### config.mk
export PLATFORM = sky130hd
export DESIGN_NAME = seg_scan_decoder_flat
export DESIGN_NICKNAME = d
export VERILOG_FILES = /design/src/rtl/seg_pkg.sv /design/src/rtl/seg_scan_decoder_if.sv /design/src/rtl/seg_stable_filter.sv /design/src/rtl/seg_scan_decoder.sv /design/src/flat_wrapper.sv
export SDC_FILE = /design/constraint.sdc
export NUM_CORES = 1
export LEC_CHECK = 0
export ABC_AREA = 1
export BUFFER_PORTS_ARGS = -buffer_cell sky130_fd_sc_hd__buf_2
export CAP_MARGIN = 20
export CORE_ASPECT_RATIO = 1.75
export CORE_MARGIN = 1.5
export CORE_UTILIZATION = 25
export CTS_BUF_LIST = sky130_fd_sc_hd__clkbuf_4 sky130_fd_sc_hd__clkbuf_8
export DETAILED_ROUTE_END_ITERATION = 6
export HOLD_SLACK_MARGIN = 0.15
export PLACE_DENSITY = 0.52
export REMOVE_ABC_BUFFERS = 1
export SYNTH_ARGS = -nofsm -noshare
export SYNTH_HDL_FRONTEND = slang
export SYNTH_SLANG_ARGS = --single-unit
### constraint.sdc
create_clock -name wei_clk -period 1.3 [get_ports wei_clk]
set_input_delay 0.26 -clock wei_clk [delete_from_list [all_inputs] [get_ports wei_clk]]
set_output_delay 0.26 -clock wei_clk [all_outputs]
set_load 0.005 [all_outputs]
### src/rtl/seg_pkg.sv
// Shared constants for the seven-segment scan decoder: digit-select patterns,
// active-low segment codes for 0..9 and the frame FSM state encoding.
package seg_pkg;

  // Active-low digit selects as seen on wei_en
  localparam logic [3:0] SelLo   = 4'b0111;
  localparam logic [3:0] SelHi   = 4'b1011;
  localparam logic [3:0] SelIdle = 4'b1111;

  // Active-low segment codes (dp off) for digits 0..9
  localparam logic [7:0] Seg0     = 8'hc0;
  localparam logic [7:0] Seg1     = 8'hf9;
  localparam logic [7:0] Seg2     = 8'ha4;
  localparam logic [7:0] Seg3     = 8'hb0;
  localparam logic [7:0] Seg4     = 8'h99;
  localparam logic [7:0] Seg5     = 8'h92;
  localparam logic [7:0] Seg6     = 8'h82;
  localparam logic [7:0] Seg7     = 8'hf8;
  localparam logic [7:0] Seg8     = 8'h80;
  localparam logic [7:0] Seg9     = 8'h90;
  localparam logic [7:0] SegBlank = 8'hff;

  // Frame assembly: wait for the low digit, then the high digit
  typedef enum logic {
    StWaitLo = 1'b0,
    StWaitHi = 1'b1
  } state_e;

endpackage

### src/rtl/seg_scan_decoder_if.sv
// Signal bundle between an observed multiplexed display and its decoder.
// The decoder side uses the slave modport; the display/stimulus side uses master.
interface seg_scan_decoder_if;
  logic [3:0] wei_en;
  logic [7:0] duan;
  logic [7:0] data;
  logic       data_valid;
  logic       code_err;
  logic       stale;

  modport master (
    output wei_en, duan,
    input  data, data_valid, code_err, stale
  );

  modport slave (
    input  wei_en, duan,
    output data, data_valid, code_err, stale
  );
endinterface

### src/rtl/seg_stable_filter.sv
// Two-flop synchronizer for {wei_en, duan}, a saturating stability counter and
// a single accept pulse per stable digit dwell.
module seg_stable_filter
  import seg_pkg::*;
#(
  parameter int unsigned STABLE_CNT = 3
) (
  input  logic       wei_clk,
  input  logic       rst,
  input  logic [3:0] wei_en_i,
  input  logic [7:0] duan_i,
  output logic       acc_o,
  output logic       acc_hi_o,
  output logic [7:0] acc_seg_o
);

  localparam logic [3:0]  AccCnt  = 4'(STABLE_CNT - 1);
  localparam logic [11:0] IdleSmp = {SelIdle, SegBlank};

  logic [11:0] sync1_q, sync2_q, prev_q;
  logic [3:0]  cnt_q, cnt_d;
  logic        smp_sel_ok, prev_sel_ok;

  assign smp_sel_ok  = (sync2_q[11:8] == SelLo) || (sync2_q[11:8] == SelHi);
  assign prev_sel_ok = (prev_q[11:8] == SelLo) || (prev_q[11:8] == SelHi);

  // Counter tracks how long prev_q has been repeated; unknown selects hold it at 0.
  always_comb begin
    cnt_d = 4'd0;
    if ((sync2_q == prev_q) && smp_sel_ok) begin
      cnt_d = (cnt_q == 4'hf) ? cnt_q : cnt_q + 4'd1;
    end
  end

  // Synchronizer, previous-sample and counter registers.
  always_ff @(posedge wei_clk or negedge rst) begin
    if (!rst) begin
      sync1_q <= IdleSmp;
      sync2_q <= IdleSmp;
      prev_q  <= IdleSmp;
      cnt_q   <= 4'd0;
    end else begin
      sync1_q <= {wei_en_i, duan_i};
      sync2_q <= sync1_q;
      prev_q  <= sync2_q;
      cnt_q   <= cnt_d;
    end
  end

  // The counter passes AccCnt only once per dwell, so this is a single pulse.
  assign acc_o     = (cnt_q == AccCnt) && prev_sel_ok;
  assign acc_hi_o  = (prev_q[11:8] == SelHi);
  assign acc_seg_o = prev_q[7:0];

endmodule

### src/rtl/seg_scan_decoder.sv
// Recovers a two-digit BCD value by snooping a multiplexed seven-segment
// display. Optional watchdog enabled with `define SEG_SCAN_TIMEOUT_EN; without
// it, stale is tied low.
module seg_scan_decoder
  import seg_pkg::*;
#(
  parameter int unsigned STABLE_CNT = 3,
  parameter logic [15:0] TIMEOUT    = 16'd50000
) (
  input  logic                wei_clk,
  input  logic                rst,
  seg_scan_decoder_if.slave   bus_io
);

  logic       acc, acc_hi;
  logic [7:0] acc_seg;
  logic [3:0] digit;
  logic       known;

  state_e     state_q, state_d;
  logic [3:0] lo_q, lo_d;
  logic [7:0] data_q, data_d;
  logic       dv_q, dv_d;

  seg_stable_filter #(
    .STABLE_CNT (STABLE_CNT)
  ) u_filter (
    .wei_clk   (wei_clk),
    .rst       (rst),
    .wei_en_i  (bus_io.wei_en),
    .duan_i    (bus_io.duan),
    .acc_o     (acc),
    .acc_hi_o  (acc_hi),
    .acc_seg_o (acc_seg)
  );

  // Segment code to BCD; unknown codes become 0 and are flagged.
  always_comb begin
    digit = 4'd0;
    known = 1'b1;
    case (acc_seg)
      Seg0:    digit = 4'd0;
      Seg1:    digit = 4'd1;
      Seg2:    digit = 4'd2;
      Seg3:    digit = 4'd3;
      Seg4:    digit = 4'd4;
      Seg5:    digit = 4'd5;
      Seg6:    digit = 4'd6;
      Seg7:    digit = 4'd7;
      Seg8:    digit = 4'd8;
      Seg9:    digit = 4'd9;
      default: known = 1'b0;
    endcase
  end

  // Frame FSM: low digit first, high digit completes the frame.
  always_comb begin
    state_d = state_q;
    lo_d    = lo_q;
    data_d  = data_q;
    dv_d    = 1'b0;
    unique case (state_q)
      StWaitLo: begin
        if (acc && !acc_hi) begin
          lo_d    = digit;
          state_d = StWaitHi;
        end
      end
      StWaitHi: begin
        if (acc && acc_hi) begin
          data_d  = {digit, lo_q};
          dv_d    = 1'b1;
          state_d = StWaitLo;
        end else if (acc) begin
          lo_d = digit;
        end
      end
      default: state_d = StWaitLo;
    endcase
  end

  // Frame state and output registers.
  always_ff @(posedge wei_clk or negedge rst) begin
    if (!rst) begin
      state_q <= StWaitLo;
      lo_q    <= 4'd0;
      data_q  <= 8'h00;
      dv_q    <= 1'b0;
    end else begin
      state_q <= state_d;
      lo_q    <= lo_d;
      data_q  <= data_d;
      dv_q    <= dv_d;
    end
  end

  assign bus_io.data       = data_q;
  assign bus_io.data_valid = dv_q;
  assign bus_io.code_err   = acc && !known;

`ifdef SEG_SCAN_TIMEOUT_EN
  logic [15:0] wdog_q, wdog_d;

  // Watchdog: cycles since the last completed frame, saturating.
  always_comb begin
    wdog_d = wdog_q;
    if (dv_q) begin
      wdog_d = 16'd0;
    end else if (wdog_q != 16'hffff) begin
      wdog_d = wdog_q + 16'd1;
    end
  end

  // Watchdog register.
  always_ff @(posedge wei_clk or negedge rst) begin
    if (!rst) begin
      wdog_q <= 16'd0;
    end else begin
      wdog_q <= wdog_d;
    end
  end

  assign bus_io.stale = (wdog_q >= TIMEOUT);
`else
  logic unused_timeout;
  assign unused_timeout = ^TIMEOUT;
  assign bus_io.stale   = 1'b0;
`endif

endmodule
### src/flat_wrapper.sv
// flat-port wrapper written by rule: the top's interface ports become plain ports
module seg_scan_decoder_flat import seg_pkg::*;
#(
  parameter int unsigned STABLE_CNT = 3,
  parameter logic [15:0] TIMEOUT    = 16'd50000
)
  (wei_clk, rst, bus_io_wei_en, bus_io_duan, bus_io_data, bus_io_data_valid, bus_io_code_err, bus_io_stale);
  seg_scan_decoder_if bus_io_i ();
  input  logic wei_clk;
  input  logic rst;
  input wire logic [$bits(bus_io_i.wei_en)-1:0] bus_io_wei_en;
  input wire logic [$bits(bus_io_i.duan)-1:0] bus_io_duan;
  output wire logic [$bits(bus_io_i.data)-1:0] bus_io_data;
  output wire logic [$bits(bus_io_i.data_valid)-1:0] bus_io_data_valid;
  output wire logic [$bits(bus_io_i.code_err)-1:0] bus_io_code_err;
  output wire logic [$bits(bus_io_i.stale)-1:0] bus_io_stale;
  assign bus_io_i.wei_en = bus_io_wei_en;
  assign bus_io_i.duan = bus_io_duan;
  assign bus_io_data = bus_io_i.data;
  assign bus_io_data_valid = bus_io_i.data_valid;
  assign bus_io_code_err = bus_io_i.code_err;
  assign bus_io_stale = bus_io_i.stale;
  seg_scan_decoder #(.STABLE_CNT(STABLE_CNT), .TIMEOUT(TIMEOUT)) u_core (.wei_clk(wei_clk), .rst(rst), .bus_io(bus_io_i));
endmodule
# --- Word level (Yosys, flattened, before mapping) ---
# Index checks and enable logic that the tools add are counted.
classes:
  add_sub_neg: 1
  eq_ne: 21
  mux: 13
  bitwise: 1
  reduce_logical: 12
ops:
  columns: ["cell", "count"]
  rows:
  - ["$eq 8x8->1 const B", 10]
  - ["$pmux 4 s9", 1]
  - ["$mux 4", 5]
  - ["$eq 12x12->1", 1]
  - ["$eq 4x4->1 const B", 3]
  - ["$reduce_or 10->1", 1]
  - ["$eq 4x3->1 const B", 2]
  - ["$pmux 4 s2", 1]
  - ["$logic_and 1x1->1", 5]
  - ["$mux 1", 5]
  - ["$add 4x1->4 const B", 1]
  - ["$eq 4x2->1 const B", 1]
  - ["$ne 2x1->1 const B", 2]
  - ["$ne 2x2->1 const B", 2]
  - ["$reduce_and 3->1", 1]
  - ["$logic_not 1->1", 2]
  - ["$logic_or 1x1->1", 2]
  - ["$pmux 1 s2", 1]
  - ["$reduce_and 2->1", 1]
  - ["$not 1->1", 1]
word_totals:
  reg_bits: 54
  input_bits: 14
  out_inout_bits: 11
  word_cells: 56

# --- Depth between registers and ports, before layout ---
# Gate-level depths: netlist of the first run.
logic_depth:
  word_depth: 6
  mapped_depth: 10
  depth_no_buf: 9

# --- Cells and area by module ---
# From an unflattened synthesis of the first run, not the netlist that was laid out.
unflattened:
  cells_unflattened: 264
  area_unflattened_um2: 2327.2
modules_own_cells:
  columns: ["module", "instances", "cells_per_inst", "area_each_um2", "seq_area_each_um2"]
  rows:
  - ["seg_stable_filter", 1, 150, 1542.7, 1046.0]
  - ["seg_scan_decoder", 1, 114, 784.5, 350.3]

# --- Least setup slack after synthesis of the first run ---
# No wires, ideal clock.
synth_path:
  path_type: "register -> output"
  start: "reg u_core.u_filter.cnt_q[0]"
  end: "out bus_io_code_err"
  arrival_ps: 1154
  required_time_ps: 1040
  path_slack_ps: -114
  path_stages_with_launch: 9
  n_path_buf: 0
  cell_sequence: "dfrtp_1 -> inv_1 -> ha_1 -> nand2_2 -> nor2_4 -> nand3_2 -> nand2_1 -> nand2_1 -> nor2_1"
synth_via:
  elab_chain_cells: 3
synth_lines:
  columns: ["item", "line", "text"]
  rows:
  - ["start, declared", "seg_stable_filter.sv:21", "logic [3:0] cnt_q, cnt_d;"]
  - ["start signal, assigned", "seg_stable_filter.sv:46", "cnt_q <= cnt_d;"]
  - ["$eq 4x2->1", "seg_stable_filter.sv:51", "assign acc_o = (cnt_q == AccCnt) && prev_sel_ok;"]
  - ["$logic_and 1x1->1", "seg_stable_filter.sv:51", null]
  - ["$logic_and 1x1->1", "seg_scan_decoder.sv:99", "assign bus_io.code_err = acc && !known;"]
  - ["end, declared", "flat_wrapper.sv:15", "output wire logic [$bits(bus_io_i.code_err)-1:0] bus_io_code_err;"]
# Every way passes these cells.

# --- Worst setup path after layout of the first run ---
layout_path:
  start: "reg u_core.u_filter.prev_q[7]"
  end: "out bus_io_code_err"
layout_via:
  elab_chain_cells: 5
layout_lines:
  columns: ["item", "line", "text"]
  rows:
  - ["start, declared", "seg_stable_filter.sv:20", "logic [11:0] sync1_q, sync2_q, prev_q;"]
  - ["start signal, assigned", "seg_stable_filter.sv:40", "prev_q <= IdleSmp;"]
  - ["start signal, assigned", "seg_stable_filter.sv:45", "prev_q <= sync2_q;"]
  - ["$eq 8x8->1", "seg_scan_decoder.sv:41", "case (acc_seg)"]
  - ["$reduce_or 10->1 (no source line) *", null, null]
  - ["$mux 1 *", "seg_scan_decoder.sv:41", null]
  - ["$logic_not 1->1 *", "seg_scan_decoder.sv:99", null]
  - ["$logic_and 1x1->1 *", "seg_scan_decoder.sv:99", null]
# Every way passes the cells marked *; elsewhere a longest branch is shown, timed or not.

==> results of run 1 <==
==> how the worst max path moves through the flow <==
stage	from	endpoint	slack (ns)	cells after the start
floorplan	u_core.u_filter.cnt_q[0]$_DFFE_PN0P_	bus_io_code_err	-0.11	8
global placement	u_core.u_filter.prev_q[4]$_DFF_PN1_	bus_io_code_err	-0.26	9
detailed placement	u_core.u_filter.prev_q[4]$_DFF_PN1_	bus_io_code_err	-0.26	9
CTS	u_core.u_filter.prev_q[2]$_DFF_PN1_	bus_io_code_err	-0.56	9
global route	u_core.u_filter.prev_q[4]$_DFF_PN1_	bus_io_code_err	-0.69	9
finish	u_core.u_filter.prev_q[7]$_DFF_PN1_	bus_io_code_err	-0.55	9
==> per-layer routing <==
layer	wire, um	vias to the layer above	track usage
li1	-	858	-
met1	1650	765	0.106
met2	2340	29	0.193
met3	125	12	0.0283
met4	155	0	0.0655
met5	0	-	0
==> Yosys cell counts (2+ instances only) <==
master	count	share of area
dfstp_2	36	0.45
nand3_1	3	0.0071
inv_1	21	0.037
inv_2	2	0.0035
nand2_1	76	0.13
o21ai_2	2	0.0083
nand3_2	2	0.0094
nor2_1	33	0.058
o21ai_0	9	0.021
ha_1	2	0.012
a21oi_1	2	0.0047
dfrtp_1	18	0.21
nand4_1	3	0.0088
nor2_4	2	0.011
==> state kept, by name, indices dropped and copies added (netlist names), named ones only <==
name	cells
u_core.lo_q	4
u_core.u_filter.cnt_q	4
u_core.bus_io.data_valid	1
u_core.bus_io.data	8
u_core.u_filter.prev_q	12
u_core.u_filter.sync2_q	12
u_core.u_filter.sync1_q	12
==> cells by family after synthesis <==
group | after synthesis | share of synthesized area
AND/OR/NAND/NOR | 121 | 0.234
flip-flops | 54 | 0.658
buffers and inverters | 25 | 0.0495
AO/OA/AOI/OAI | 14 | 0.0366
XOR/XNOR | 2 | 0.00826
adder cells (fa/ha/maj) | 2 | 0.0118
other | 1 | 0.00177
==> power by group <==
group,switching (uW),internal (uW)
registers,35.7,1780
clock network,549,381
logic,122,125
total,707,2290
==> stage by stage <==
stage	util	TNS, ns
after floorplan	-	-0.339
after global placement	0.309	-2.09
after detailed placement	0.309	-2.37
after CTS	0.370	-4.79
after global routing	0.377	-6.65
final	0.377	-4.80
==> area by class of cell <==
| type | count | area [um^2] | share of cell area |
|---|---|---|---|
| flip-flops and latches | 54 | 1400 | 0.448 |
| clock buffers | 5 | 68.8 | 0.0221 |
| multi-input cells | 140 | 737 | 0.237 |
| well taps | 92 | 115 | 0.0370 |
| inverters | 23 | 91.3 | 0.0293 |
| repair buffers | 90 | 686 | 0.220 |
| clock inverters | 3 | 20.0 | 0.00643 |
==> repair_timing <==
item | in CTS | in global routing
setup endpoints to repair | 18 | 18
gates resized for setup | 35 | 22
pin swaps | 20 | 21
gates cloned | 0 | 0
setup buffers | 29 | 7
hold endpoints to repair | 30 | 0
hold buffers | 13 | 0
==> impl_metrics.sql, run 1 <==
INSERT INTO impl_metrics (metric_group, metric, value, unit) VALUES
('die', 'floorplan.die.width', '72.6', 'um'),
('die', 'core', '8260', 'um^2'),
('clocking', 'cts-htree-levels', '2', ''),
('job', 'drv.max_cap_violation_count', '0', ''),
('grt', 'gr_util_all_layers', '0.108', ''),
('timing', 'hold_viol_final', '0', ''),
('synthesis', 'synth-seq-area-share', '0.658', ''),
('outcome', 'status', 'complete, but fails checks', ''),
('cells_and_area', 'final_cell_count_no_fill', '407', ''),
('synthesis', 'synthFlopType', 'dfstp_2', ''),
('cells_and_area', 'final.fill_count', '846', ''),
('worst_setup_path', 'critPathTopFamily', 'flip-flops', ''),
('place', 'dp_hpwl', '2770', 'um'),
('timing', 'max_freq', '0.542', 'GHz'),
('clocking', 'root_buf_cell', 'clkbuf_8', ''),
('hold_path', 'min_delay_startpoint', 'u_core.u_filter.sync1_q[3]$_DFF_PN1_', ''),
('grt', 'grt_start_max_net_pins', '55', ''),
('worst_setup_path', 'crit_chain', 'buf_4 -> nand2_4 -> nor2_4 -> nand2_2 -> nand2_2 -> nor2_1 -> nand2_1 -> nor2_1 -> buf_2', ''),
('pwr', 'post-layout-total-power', '3000', 'uW'),
('worst_setup_path', 'worstSetupStartpointType', 'register', ''),
('timing', 'final-max-slew-violation-count', '0', ''),
('pwr', 'power.density_cell_area', '962', 'nW/um^2'),
('cells_and_area', 'final_std_cell_area_no_fill', '3110', 'um^2'),
('synthesis', 'yosys_register_bits', '54', ''),
('clocking', 'cts_made_buffers', '5', ''),
('synthesis', 'async_reset_ff_frac', '1.00', ''),
('pwr', 'ir_worst_vdd', '578', 'uV'),
('cells_and_area', 'area_growth', '46.8', '%'),
('clocking', 'cts.sink_count', '54', ''),
('die', 'ioPinCount', '25', ''),
('worst_setup_path', 'r2r.worst_path.cells', '12', ''),
('clocking', 'cts_tree', 'yes', ''),
('worst_setup_path', 'ff2ff_setup_slack', '-0.54', 'ns'),
('worst_setup_path', 'worst-setup-path-type', 'register to output pin', ''),
('cells_and_area', 'inserted_diodes', '0', ''),
('drt', 'drt_iter0_markers', '41', ''),
('die', 'num_rows', '44', ''),
('cells_and_area', 'mostFrequentLayoutCell', 'nand2_1', ''),
('synthesis', 'synth-edff-count', '0', ''),
('worst_setup_path', 'crit-reg2reg-capture', 'u_core.lo_q[0]$_DFFE_PN0P_', ''),
('timing', 'final.setup.worst_slack', '-0.546', 'ns'),
('drt', 'drc_errors', '0', ''),
('drt', 'ant_nets', '0', ''),
('timing', 'grt_setup_unrepaired', 'true', ''),
('clocking', 'clk_latency', '0.31', 'ns'),
('clocking', 'longest_clk_path_bufs', '2', ''),
('timing', 'min_period_over_period', '1.42', ''),
('cells_and_area', 'commonest_cells_after_routing_fill_and_taps_aside', 'nand2_1 (61), buf_4 (47), dfstp_2 (36), buf_2 (23), nor2_1 (22)', ''),
('pwr', 'leakage_power_of_the_design', '0.00154', 'uW'),
('place', 'dpl_cell_area', '2550', 'um^2'),
('worst_setup_path', 'timing.critical_path.slowest_stage_cell', 'dfstp_2', ''),
('place', 'detailedPlace.worstSlack', '-0.260', 'ns'),
('outcome', 'violations', 'setup timing', ''),
('timing', 'worst_hold_slack', '0.359', 'ns'),
('die', 'floorplan.initialDensity', '0.257', ''),
('worst_setup_path', 'worst_path_max_stage_delay', '0.56', 'ns'),
('die', 'design.die.area', '9070', 'um^2'),
('hold_path', 'timing.hold.worst.class', 'register to register', ''),
('drt', 'detail_route.wirelength', '4270', 'um'),
('hold_path', 'min_path_cells', '0', ''),
('die', 'die_h', '125', 'um'),
('synthesis', 'post_synth_num_cell_types', '22', ''),
('timing', 'fin_skew', '0.00828', 'ns'),
('drt', 'route.vias.total', '1664', ''),
('hold_path', 'hold-path-endpoint', 'u_core.u_filter.sync2_q[3]$_DFF_PN1_', ''),
('worst_setup_path', 'cp_num_buf_inv', '2', ''),
('grt', 'grt_remaining_overflow', '0', ''),
('drt', 'firstDrtPassIters', '4', ''),
('drt', 'post_drt_wl_per_cell', '10.5', 'um'),
('timing', 'finalSetupViolations', '17', ''),
('place', 'placed_cells_incl_taps', '359', '');
Power figures use the tool's default switching activity.
==> run 2, diff against run 1 <==
==> constraint.sdc (replaced) <==
create_clock -name wei_clk -period 1.3 [get_ports wei_clk]
set_input_delay 0.065 -clock wei_clk [delete_from_list [all_inputs] [get_ports wei_clk]]
set_output_delay 0.065 -clock wei_clk [all_outputs]
set_load 0.005 [all_outputs]
==> impl_metrics.sql, run 2 (synthesis results as in run 1) <==
INSERT INTO impl_metrics (metric_group, metric, value, unit) VALUES
('pwr', 'ir_worst_vdd', '713', 'uV'),
('die', 'num_rows', '44', ''),
('worst_setup_path', 'worst-setup-path-type', 'register to output pin', ''),
('cells_and_area', 'multi_input_comb_area', '757', 'um^2'),
('worst_setup_path', 'required_time_of_the_critical_path', '1.24', 'ns'),
('timing', 'fin_skew', '0.00840', 'ns'),
('timing', 'final-max-slew-violation-count', '0', ''),
('die', 'ioPinCount', '25', ''),
('clocking', 'cts_made_buffers', '5', ''),
('worst_setup_path', 'worst_path_max_stage_delay', '0.56', 'ns'),
('outcome', 'violations', 'setup timing', ''),
('clocking', 'root_buf_cell', 'clkbuf_8', ''),
('timing', 'min_period_over_period', '1.29', ''),
('clocking', 'longest_clk_path_bufs', '2', ''),
('die', 'core', '8260', 'um^2'),
('grt', 'antenna_found_initial', '0', ''),
('job', 'drv.max_cap_violation_count', '0', ''),
('drt', 'drt_iter0_markers', '50', ''),
('timing', 'finalSetupViolations', '16', ''),
('clocking', 'cts.sink_count', '54', ''),
('pwr', 'power.density_cell_area', '1080', 'nW/um^2'),
('worst_setup_path', 'timing.critical_path.slowest_stage_cell', 'dfstp_2', ''),
('place', 'buffer_ports.inserted', '23', ''),
('pwr', 'post-layout-total-power', '3190', 'uW'),
('worst_setup_path', 'worstSetupEndpointType', 'output pin', ''),
('drt', 'detail_route.wirelength', '3980', 'um'),
('place', 'placed_cells_incl_taps', '347', ''),
('worst_setup_path', 'r2r.worst_path.cells', '9', ''),
('grt', 'grt_pass1_vias', '1572', ''),
('hold_path', 'timing.hold.worst.class', 'input port to asynchronous set/reset pin', ''),
('cells_and_area', 'post-route-util', '0.358', ''),
('die', 'floorplan.die.width', '72.6', 'um'),
('worst_setup_path', 'crit_path_max_fanout', '4', ''),
('clocking', 'cts-htree-levels', '2', ''),
('cells_and_area', 'commonest_cells_after_routing_fill_and_taps_aside', 'nand2_1 (54), dfstp_2 (36), nor2_1 (24), buf_2 (23), dfrtp_1 (18)', ''),
('die', 'floorplan.initialDensity', '0.257', ''),
('timing', 'final.min_clock_period', '1.68', 'ns'),
('grt', 'gr_util_all_layers', '0.0962', ''),
('worst_setup_path', 'critical_path.most_common_cell', 'nand2_1', ''),
('cells_and_area', 'ratio_of_cells_with_drive_above_1_in_the_final_layout', '0.502', ''),
('place', 'dpl_cell_area', '2460', 'um^2'),
('place', 'globalplace.congestion', '0.874', ''),
('worst_setup_path', 'crit_chain', 'buf_4 -> nand2_1 -> nor2_1 -> nand2_1 -> nand2_2 -> nor2_1 -> nand2_1 -> nor2_2 -> buf_2', ''),
('cells_and_area', 'final_net_count', '302', ''),
('clocking', 'clkTransAtPathRegs', '0.10', 'ns'),
('pwr', 'leakage_power_of_the_design', '0.00142', 'uW'),
('timing', 'hold_viol_final', '0', ''),
('drt', 'drc_errors', '0', ''),
('timing', 'totalNegativeSetupSlack', '-2.51', 'ns'),
('timing', 'max_freq', '0.596', 'GHz'),
('cells_and_area', 'largest_registers', 'u_core.u_filter.prev_q: 12 flops, u_core.u_filter.sync1_q: 12 flops, u_core.u_filter.sync2_q: 12 flops', ''),
('cells_and_area', 'sequential_cell_area', '1400', 'um^2'),
('drt', 'firstDrtPassIters', '4', ''),
('drt', 'post_drt_wl_per_cell', '10.5', 'um'),
('cells_and_area', 'final.fill_count', '848', ''),
('place', 'dp_hpwl', '2610', 'um'),
('grt', 'grt_remaining_overflow', '0', ''),
('grt', 'grt_pass1_wl', '6620', 'um'),
('drt', 'vias_per_cell', '4.08', ''),
('cells_and_area', 'final_cell_count_no_fill', '379', ''),
('clocking', 'clk_latency', '0.32', 'ns'),
('cells_and_area', 'inserted_diodes', '0', ''),
('drt', 'route.vias.total', '1547', ''),
('drt', 'ant_nets', '0', ''),
('outcome', 'status', 'complete, but fails checks', ''),
('timing', 'final.setup.worst_slack', '-0.378', 'ns'),
('worst_setup_path', 'critPathArrivalTime', '1.61', 'ns'),
('die', 'design.die.area', '9070', 'um^2'),
('clocking', 'cts_tree', 'yes', ''),
('cells_and_area', 'final_std_cell_area_no_fill', '2960', 'um^2'),
('cells_and_area', 'area_growth', '39.4', '%'),
('die', 'die_h', '125', 'um'),
('timing', 'grt_setup_unrepaired', 'true', ''),
('grt', 'grt_start_max_net_pins', '55', ''),
('worst_setup_path', 'worstSetupStartpointType', 'register', ''),
('cells_and_area', 'mostFrequentLayoutCell', 'nand2_1', '');
run 2: path summary, 6_finish.rpt:
check                                                      start  slack (ns)                                    end
min in group wei_clk       u_core.u_filter.sync1_q[10]$_DFF_PN1_        0.36  u_core.u_filter.sync2_q[10]$_DFF_PN1_
min                                                          rst        0.26             u_core.lo_q[3]$_DFFE_PN0P_
max                          u_core.u_filter.prev_q[4]$_DFF_PN1_       -0.38                        bus_io_code_err
min reg2reg                u_core.u_filter.sync1_q[10]$_DFF_PN1_        0.36  u_core.u_filter.sync2_q[10]$_DFF_PN1_
max reg2reg                  u_core.u_filter.prev_q[7]$_DFF_PN1_       -0.27      u_core.bus_io.data[5]$_DFFE_PN0P_
max in group asynchronous                                    rst        0.74  u_core.u_filter.sync2_q[10]$_DFF_PN1_
run 2: per-stage QoR:
stage                     setup WS [ns]  hold WS, ns
after CTS                        -0.368        0.267
after floorplan                 -0.0452       -0.231
final                            -0.378        0.257
after global routing             -0.519        0.282
after detailed placement         -0.110       0.0889
after global placement          -0.0668       0.0823
run 2: layout make-up:
class                           instances  share of cell area
Timing Repair Buffer                   61               0.159
Multi-Input combinational cell        140               0.256
Inverter                               23              0.0309
Sequential cell                        54               0.472
Tap cell                               92              0.0389
Clock inverter                          3              0.0161
Clock buffer                            5              0.0233
Timing Repair inverter                  1             0.00381
run 2: what timing repair did:
action | in CTS | in global routing
gates resized for setup | 14 | 52
endpoints found under the hold margin | 66 | 0
setup endpoints to repair | 15 | 18
buffers inserted | 4 | 8
gates cloned | 0 | 1
hold buffers | 13 | 0
pin swaps | 7 | 24
run 2: critical path, delay by kind of cell (launching register included):
kind,cells,cell delay [ns]
and+or+nand+nor,7,0.51
DFF,1,0.56
buffers and inverters,2,0.22
run 2: report_power, final:
group / total, uW / internal, uW / switching (uW)
logic: 216 / 101 / 114
clock network: 1160 / 589 / 575
registers: 1810 / 1780 / 32.3
run 2: routing by layer:
layer,vias to the layer above,track usage,share of wire
met3,10,0.0307,0.036
li1,799,-,-
met1,707,0.0944,0.38
met2,31,0.169,0.55
met5,-,0,0
met4,0,0.0577,0.032
==> run 3, diff against run 2 <==
==> constraint.sdc (replaced) <==
create_clock -name wei_clk -period 1.48 [get_ports wei_clk]
set_input_delay 0.074 -clock wei_clk [delete_from_list [all_inputs] [get_ports wei_clk]]
set_output_delay 0.074 -clock wei_clk [all_outputs]
set_load 0.005 [all_outputs]
==> impl_metrics.sql, run 3 (synthesis results as in run 1) <==
INSERT INTO impl_metrics (metric_group, metric, value, unit) VALUES
('outcome', 'status', 'complete, but fails checks', ''),
('outcome', 'violations', 'setup timing', ''),
('timing', 'finalSetupViolations', '8', ''),
('drt', 'drt_iter0_markers', '33', ''),
('clocking', 'cts_tree', 'yes', ''),
('grt', 'antenna_found_initial', '0', ''),
('die', 'floorplan.initialDensity', '0.257', ''),
('worst_setup_path', 'launch_point_of_the_worst_path', 'u_core.u_filter.prev_q[2]$_DFF_PN1_', ''),
('die', 'die_h', '125', 'um'),
('timing', 'fin_skew', '0.00850', 'ns'),
('cells_and_area', 'final_net_count', '294', ''),
('cells_and_area', 'commonest_cells_after_routing_fill_and_taps_aside', 'nand2_1 (57), dfstp_2 (36), nor2_1 (25), buf_2 (23), dfrtp_1 (18)', ''),
('worst_setup_path', 'crit_chain', 'inv_4 -> nand2_4 -> nor2_4 -> nand2_2 -> nand2_2 -> nor2_2 -> nand2_1 -> nor2_1 -> buf_2', ''),
('die', 'floorplan.die.width', '72.6', 'um'),
('die', 'design.die.area', '9070', 'um^2'),
('place', 'dpl_cell_area', '2380', 'um^2'),
('worst_setup_path', 'critPathArrivalTime', '1.60', 'ns'),
('pwr', 'leakage_power_of_the_design', '0.00137', 'uW'),
('hold_path', 'timing.hold.worst.class', 'input port to asynchronous set/reset pin', ''),
('timing', 'final.setup.worst_slack', '-0.194', 'ns'),
('cells_and_area', 'ratio_of_cells_with_drive_above_1_in_the_final_layout', '0.466', ''),
('drt', 'ant_nets', '0', ''),
('job', 'drv.max_cap_violation_count', '0', ''),
('worst_setup_path', 'crit_path_max_fanout', '4', ''),
('worst_setup_path', 'worst-setup-path-type', 'register to output pin', ''),
('pwr', 'power.density_cell_area', '960', 'nW/um^2'),
('cells_and_area', 'largest_registers', 'u_core.u_filter.prev_q: 12 flops, u_core.u_filter.sync1_q: 12 flops, u_core.u_filter.sync2_q: 12 flops', ''),
('grt', 'gr_util_all_layers', '0.0889', ''),
('pwr', 'ir_worst_vdd', '586', 'uV'),
('drt', 'drc_errors', '0', ''),
('clocking', 'clkTransAtPathRegs', '0.09', 'ns'),
('place', 'buffer_ports.inserted', '23', ''),
('worst_setup_path', 'crit-reg2reg-launch', 'u_core.u_filter.cnt_q[0]$_DFFE_PN0P_', ''),
('cells_and_area', 'area_growth', '35.0', '%'),
('drt', 'detail_route.wirelength', '3730', 'um'),
('cells_and_area', 'final_std_cell_area_no_fill', '2860', 'um^2'),
('cells_and_area', 'inserted_diodes', '0', ''),
('worst_setup_path', 'crit-reg2reg-capture', 'u_core.bus_io.data[6]$_DFFE_PN0P_', ''),
('cells_and_area', 'mostFrequentLayoutCell', 'nand2_1', ''),
('drt', 'post_drt_wl_per_cell', '10.1', 'um'),
('timing', 'final.min_clock_period', '1.67', 'ns'),
('clocking', 'cts-htree-levels', '2', ''),
('worst_setup_path', 'required_time_of_the_critical_path', '1.41', 'ns'),
('clocking', 'cts.sink_count', '54', ''),
('place', 'dp_hpwl', '2520', 'um'),
('timing', 'min_period_over_period', '1.13', ''),
('drt', 'firstDrtPassIters', '4', ''),
('die', 'ioPinCount', '25', ''),
('drt', 'route.vias.total', '1549', ''),
('timing', 'hold_viol_final', '0', ''),
('drt', 'vias_per_cell', '4.18', ''),
('grt', 'grt_pass1_vias', '1543', ''),
('grt', 'grt_start_max_net_pins', '37', ''),
('worst_setup_path', 'timing.critical_path.slowest_stage_cell', 'dfstp_2', ''),
('worst_setup_path', 'worst_path_max_stage_delay', '0.60', 'ns'),
('grt', 'grt_pass1_wl', '6290', 'um'),
('timing', 'grt_setup_unrepaired', 'true', ''),
('grt', 'grt_remaining_overflow', '0', ''),
('clocking', 'root_buf_cell', 'clkbuf_8', ''),
('timing', 'final-max-slew-violation-count', '0', ''),
('timing', 'worst_hold_slack', '0.262', 'ns'),
('worst_setup_path', 'ff2ff_setup_slack', '-0.05', 'ns'),
('worst_setup_path', 'cp_num_buf_inv', '2', ''),
('timing', 'max_freq', '0.597', 'GHz'),
('clocking', 'cts_made_buffers', '5', ''),
('worst_setup_path', 'r2r.worst_path.cells', '10', ''),
('die', 'core', '8260', 'um^2'),
('die', 'num_rows', '44', ''),
('worst_setup_path', 'worstSetupStartpointType', 'register', ''),
('worst_setup_path', 'worstSetupEndpointType', 'output pin', ''),
('place', 'globalplace.congestion', '0.789', ''),
('clocking', 'clk_latency', '0.30', 'ns'),
('worst_setup_path', 'critical_path.most_common_cell', 'nand2_2', ''),
('worst_setup_path', 'critPathTopFamily', 'flip-flops', ''),
('clocking', 'longest_clk_path_bufs', '2', '');
run 3: changes by cell type in the layout (fill, tap and decap cells not counted), sizes merged:
| cell | previous run | this run |
|---|---|---|
| buf | 48 | 40 |
| clkbuf | 5 | 7 |
| inv | 25 | 23 |
run 3: layout make-up:
cell class / count / area, um^2
fillers: 841 / 5390
flip-flops and latches: 54 / 1400
multi-input cells: 140 / 734
repair buffers: 53 / 404
well taps: 92 / 115
inverters: 23 / 93.8
clock buffers: 7 / 83.8
clock inverters: 1 / 30.0
repair inverters: 1 / 6.26
run 3: per-layer routing:
metal | global-route usage | vias to the layer above | share of wire
li1 | - | 788 | -
met1 | 0.0873 | 706 | 0.39
met2 | 0.165 | 45 | 0.55
met3 | 0.0243 | 10 | 0.038
met4 | 0.0411 | 0 | 0.025
met5 | 0 | - | 0
run 3: worst max path at each step:
stage / to / slack (ns) / depth (start not counted)
finish: bus_io_code_err / -0.19 / 9
global route: bus_io_code_err / -0.31 / 9
CTS: bus_io_code_err / -0.21 / 9
detailed placement: u_core.bus_io.data[6]$_DFFE_PN0P_ / 0.05 / 9
global placement: u_core.bus_io.data[6]$_DFFE_PN0P_ / 0.10 / 9
floorplan: u_core.bus_io.data[6]$_DFFE_PN0P_ / 0.13 / 9
run 3: report_power, final:
group          switching (uW)  internal, uW
combinational            95.5          80.2
clock                     433           543
sequential               32.5          1570
total                     561          2190
run 3: worst register-to-register path: cells and delay by family (launching register included):
family                     cells  cell delay [ns]
DFF                            1             0.41
adders and majority gates      1             0.14
buffers and inverters          3             0.34
and+or+nand+nor                5             0.49
AOI/OAI and AO/OA              1             0.05
run 3: timing repair:
action | 4_1_cts | 5_1_grt
pin swaps | 11 | 21
hold endpoints to repair | 30 | 0
setup endpoints to repair | 1 | 13
buffers inserted | 10 | 7
gates cloned | 0 | 1
resized for setup | 15 | 38
hold buffers | 13 | 0
run 3: per-stage QoR:
| stage | setup WS, ns | power (uW) | std cells | utilization | setup TNS [ns] |
|---|---|---|---|---|---|
| global placement | 0.101 | 1740 | 337 | 0.289 | 0 |
| CTS | -0.206 | 2780 | 368 | 0.330 | -0.494 |
| floorplan | 0.135 | 1670 | 217 | - | 0 |
| detailed placement | 0.0521 | 1740 | 337 | 0.289 | 0 |
| global route | -0.310 | 2890 | 371 | 0.347 | -1.50 |
| finish | -0.194 | 2750 | 371 | 0.347 | -0.377 |
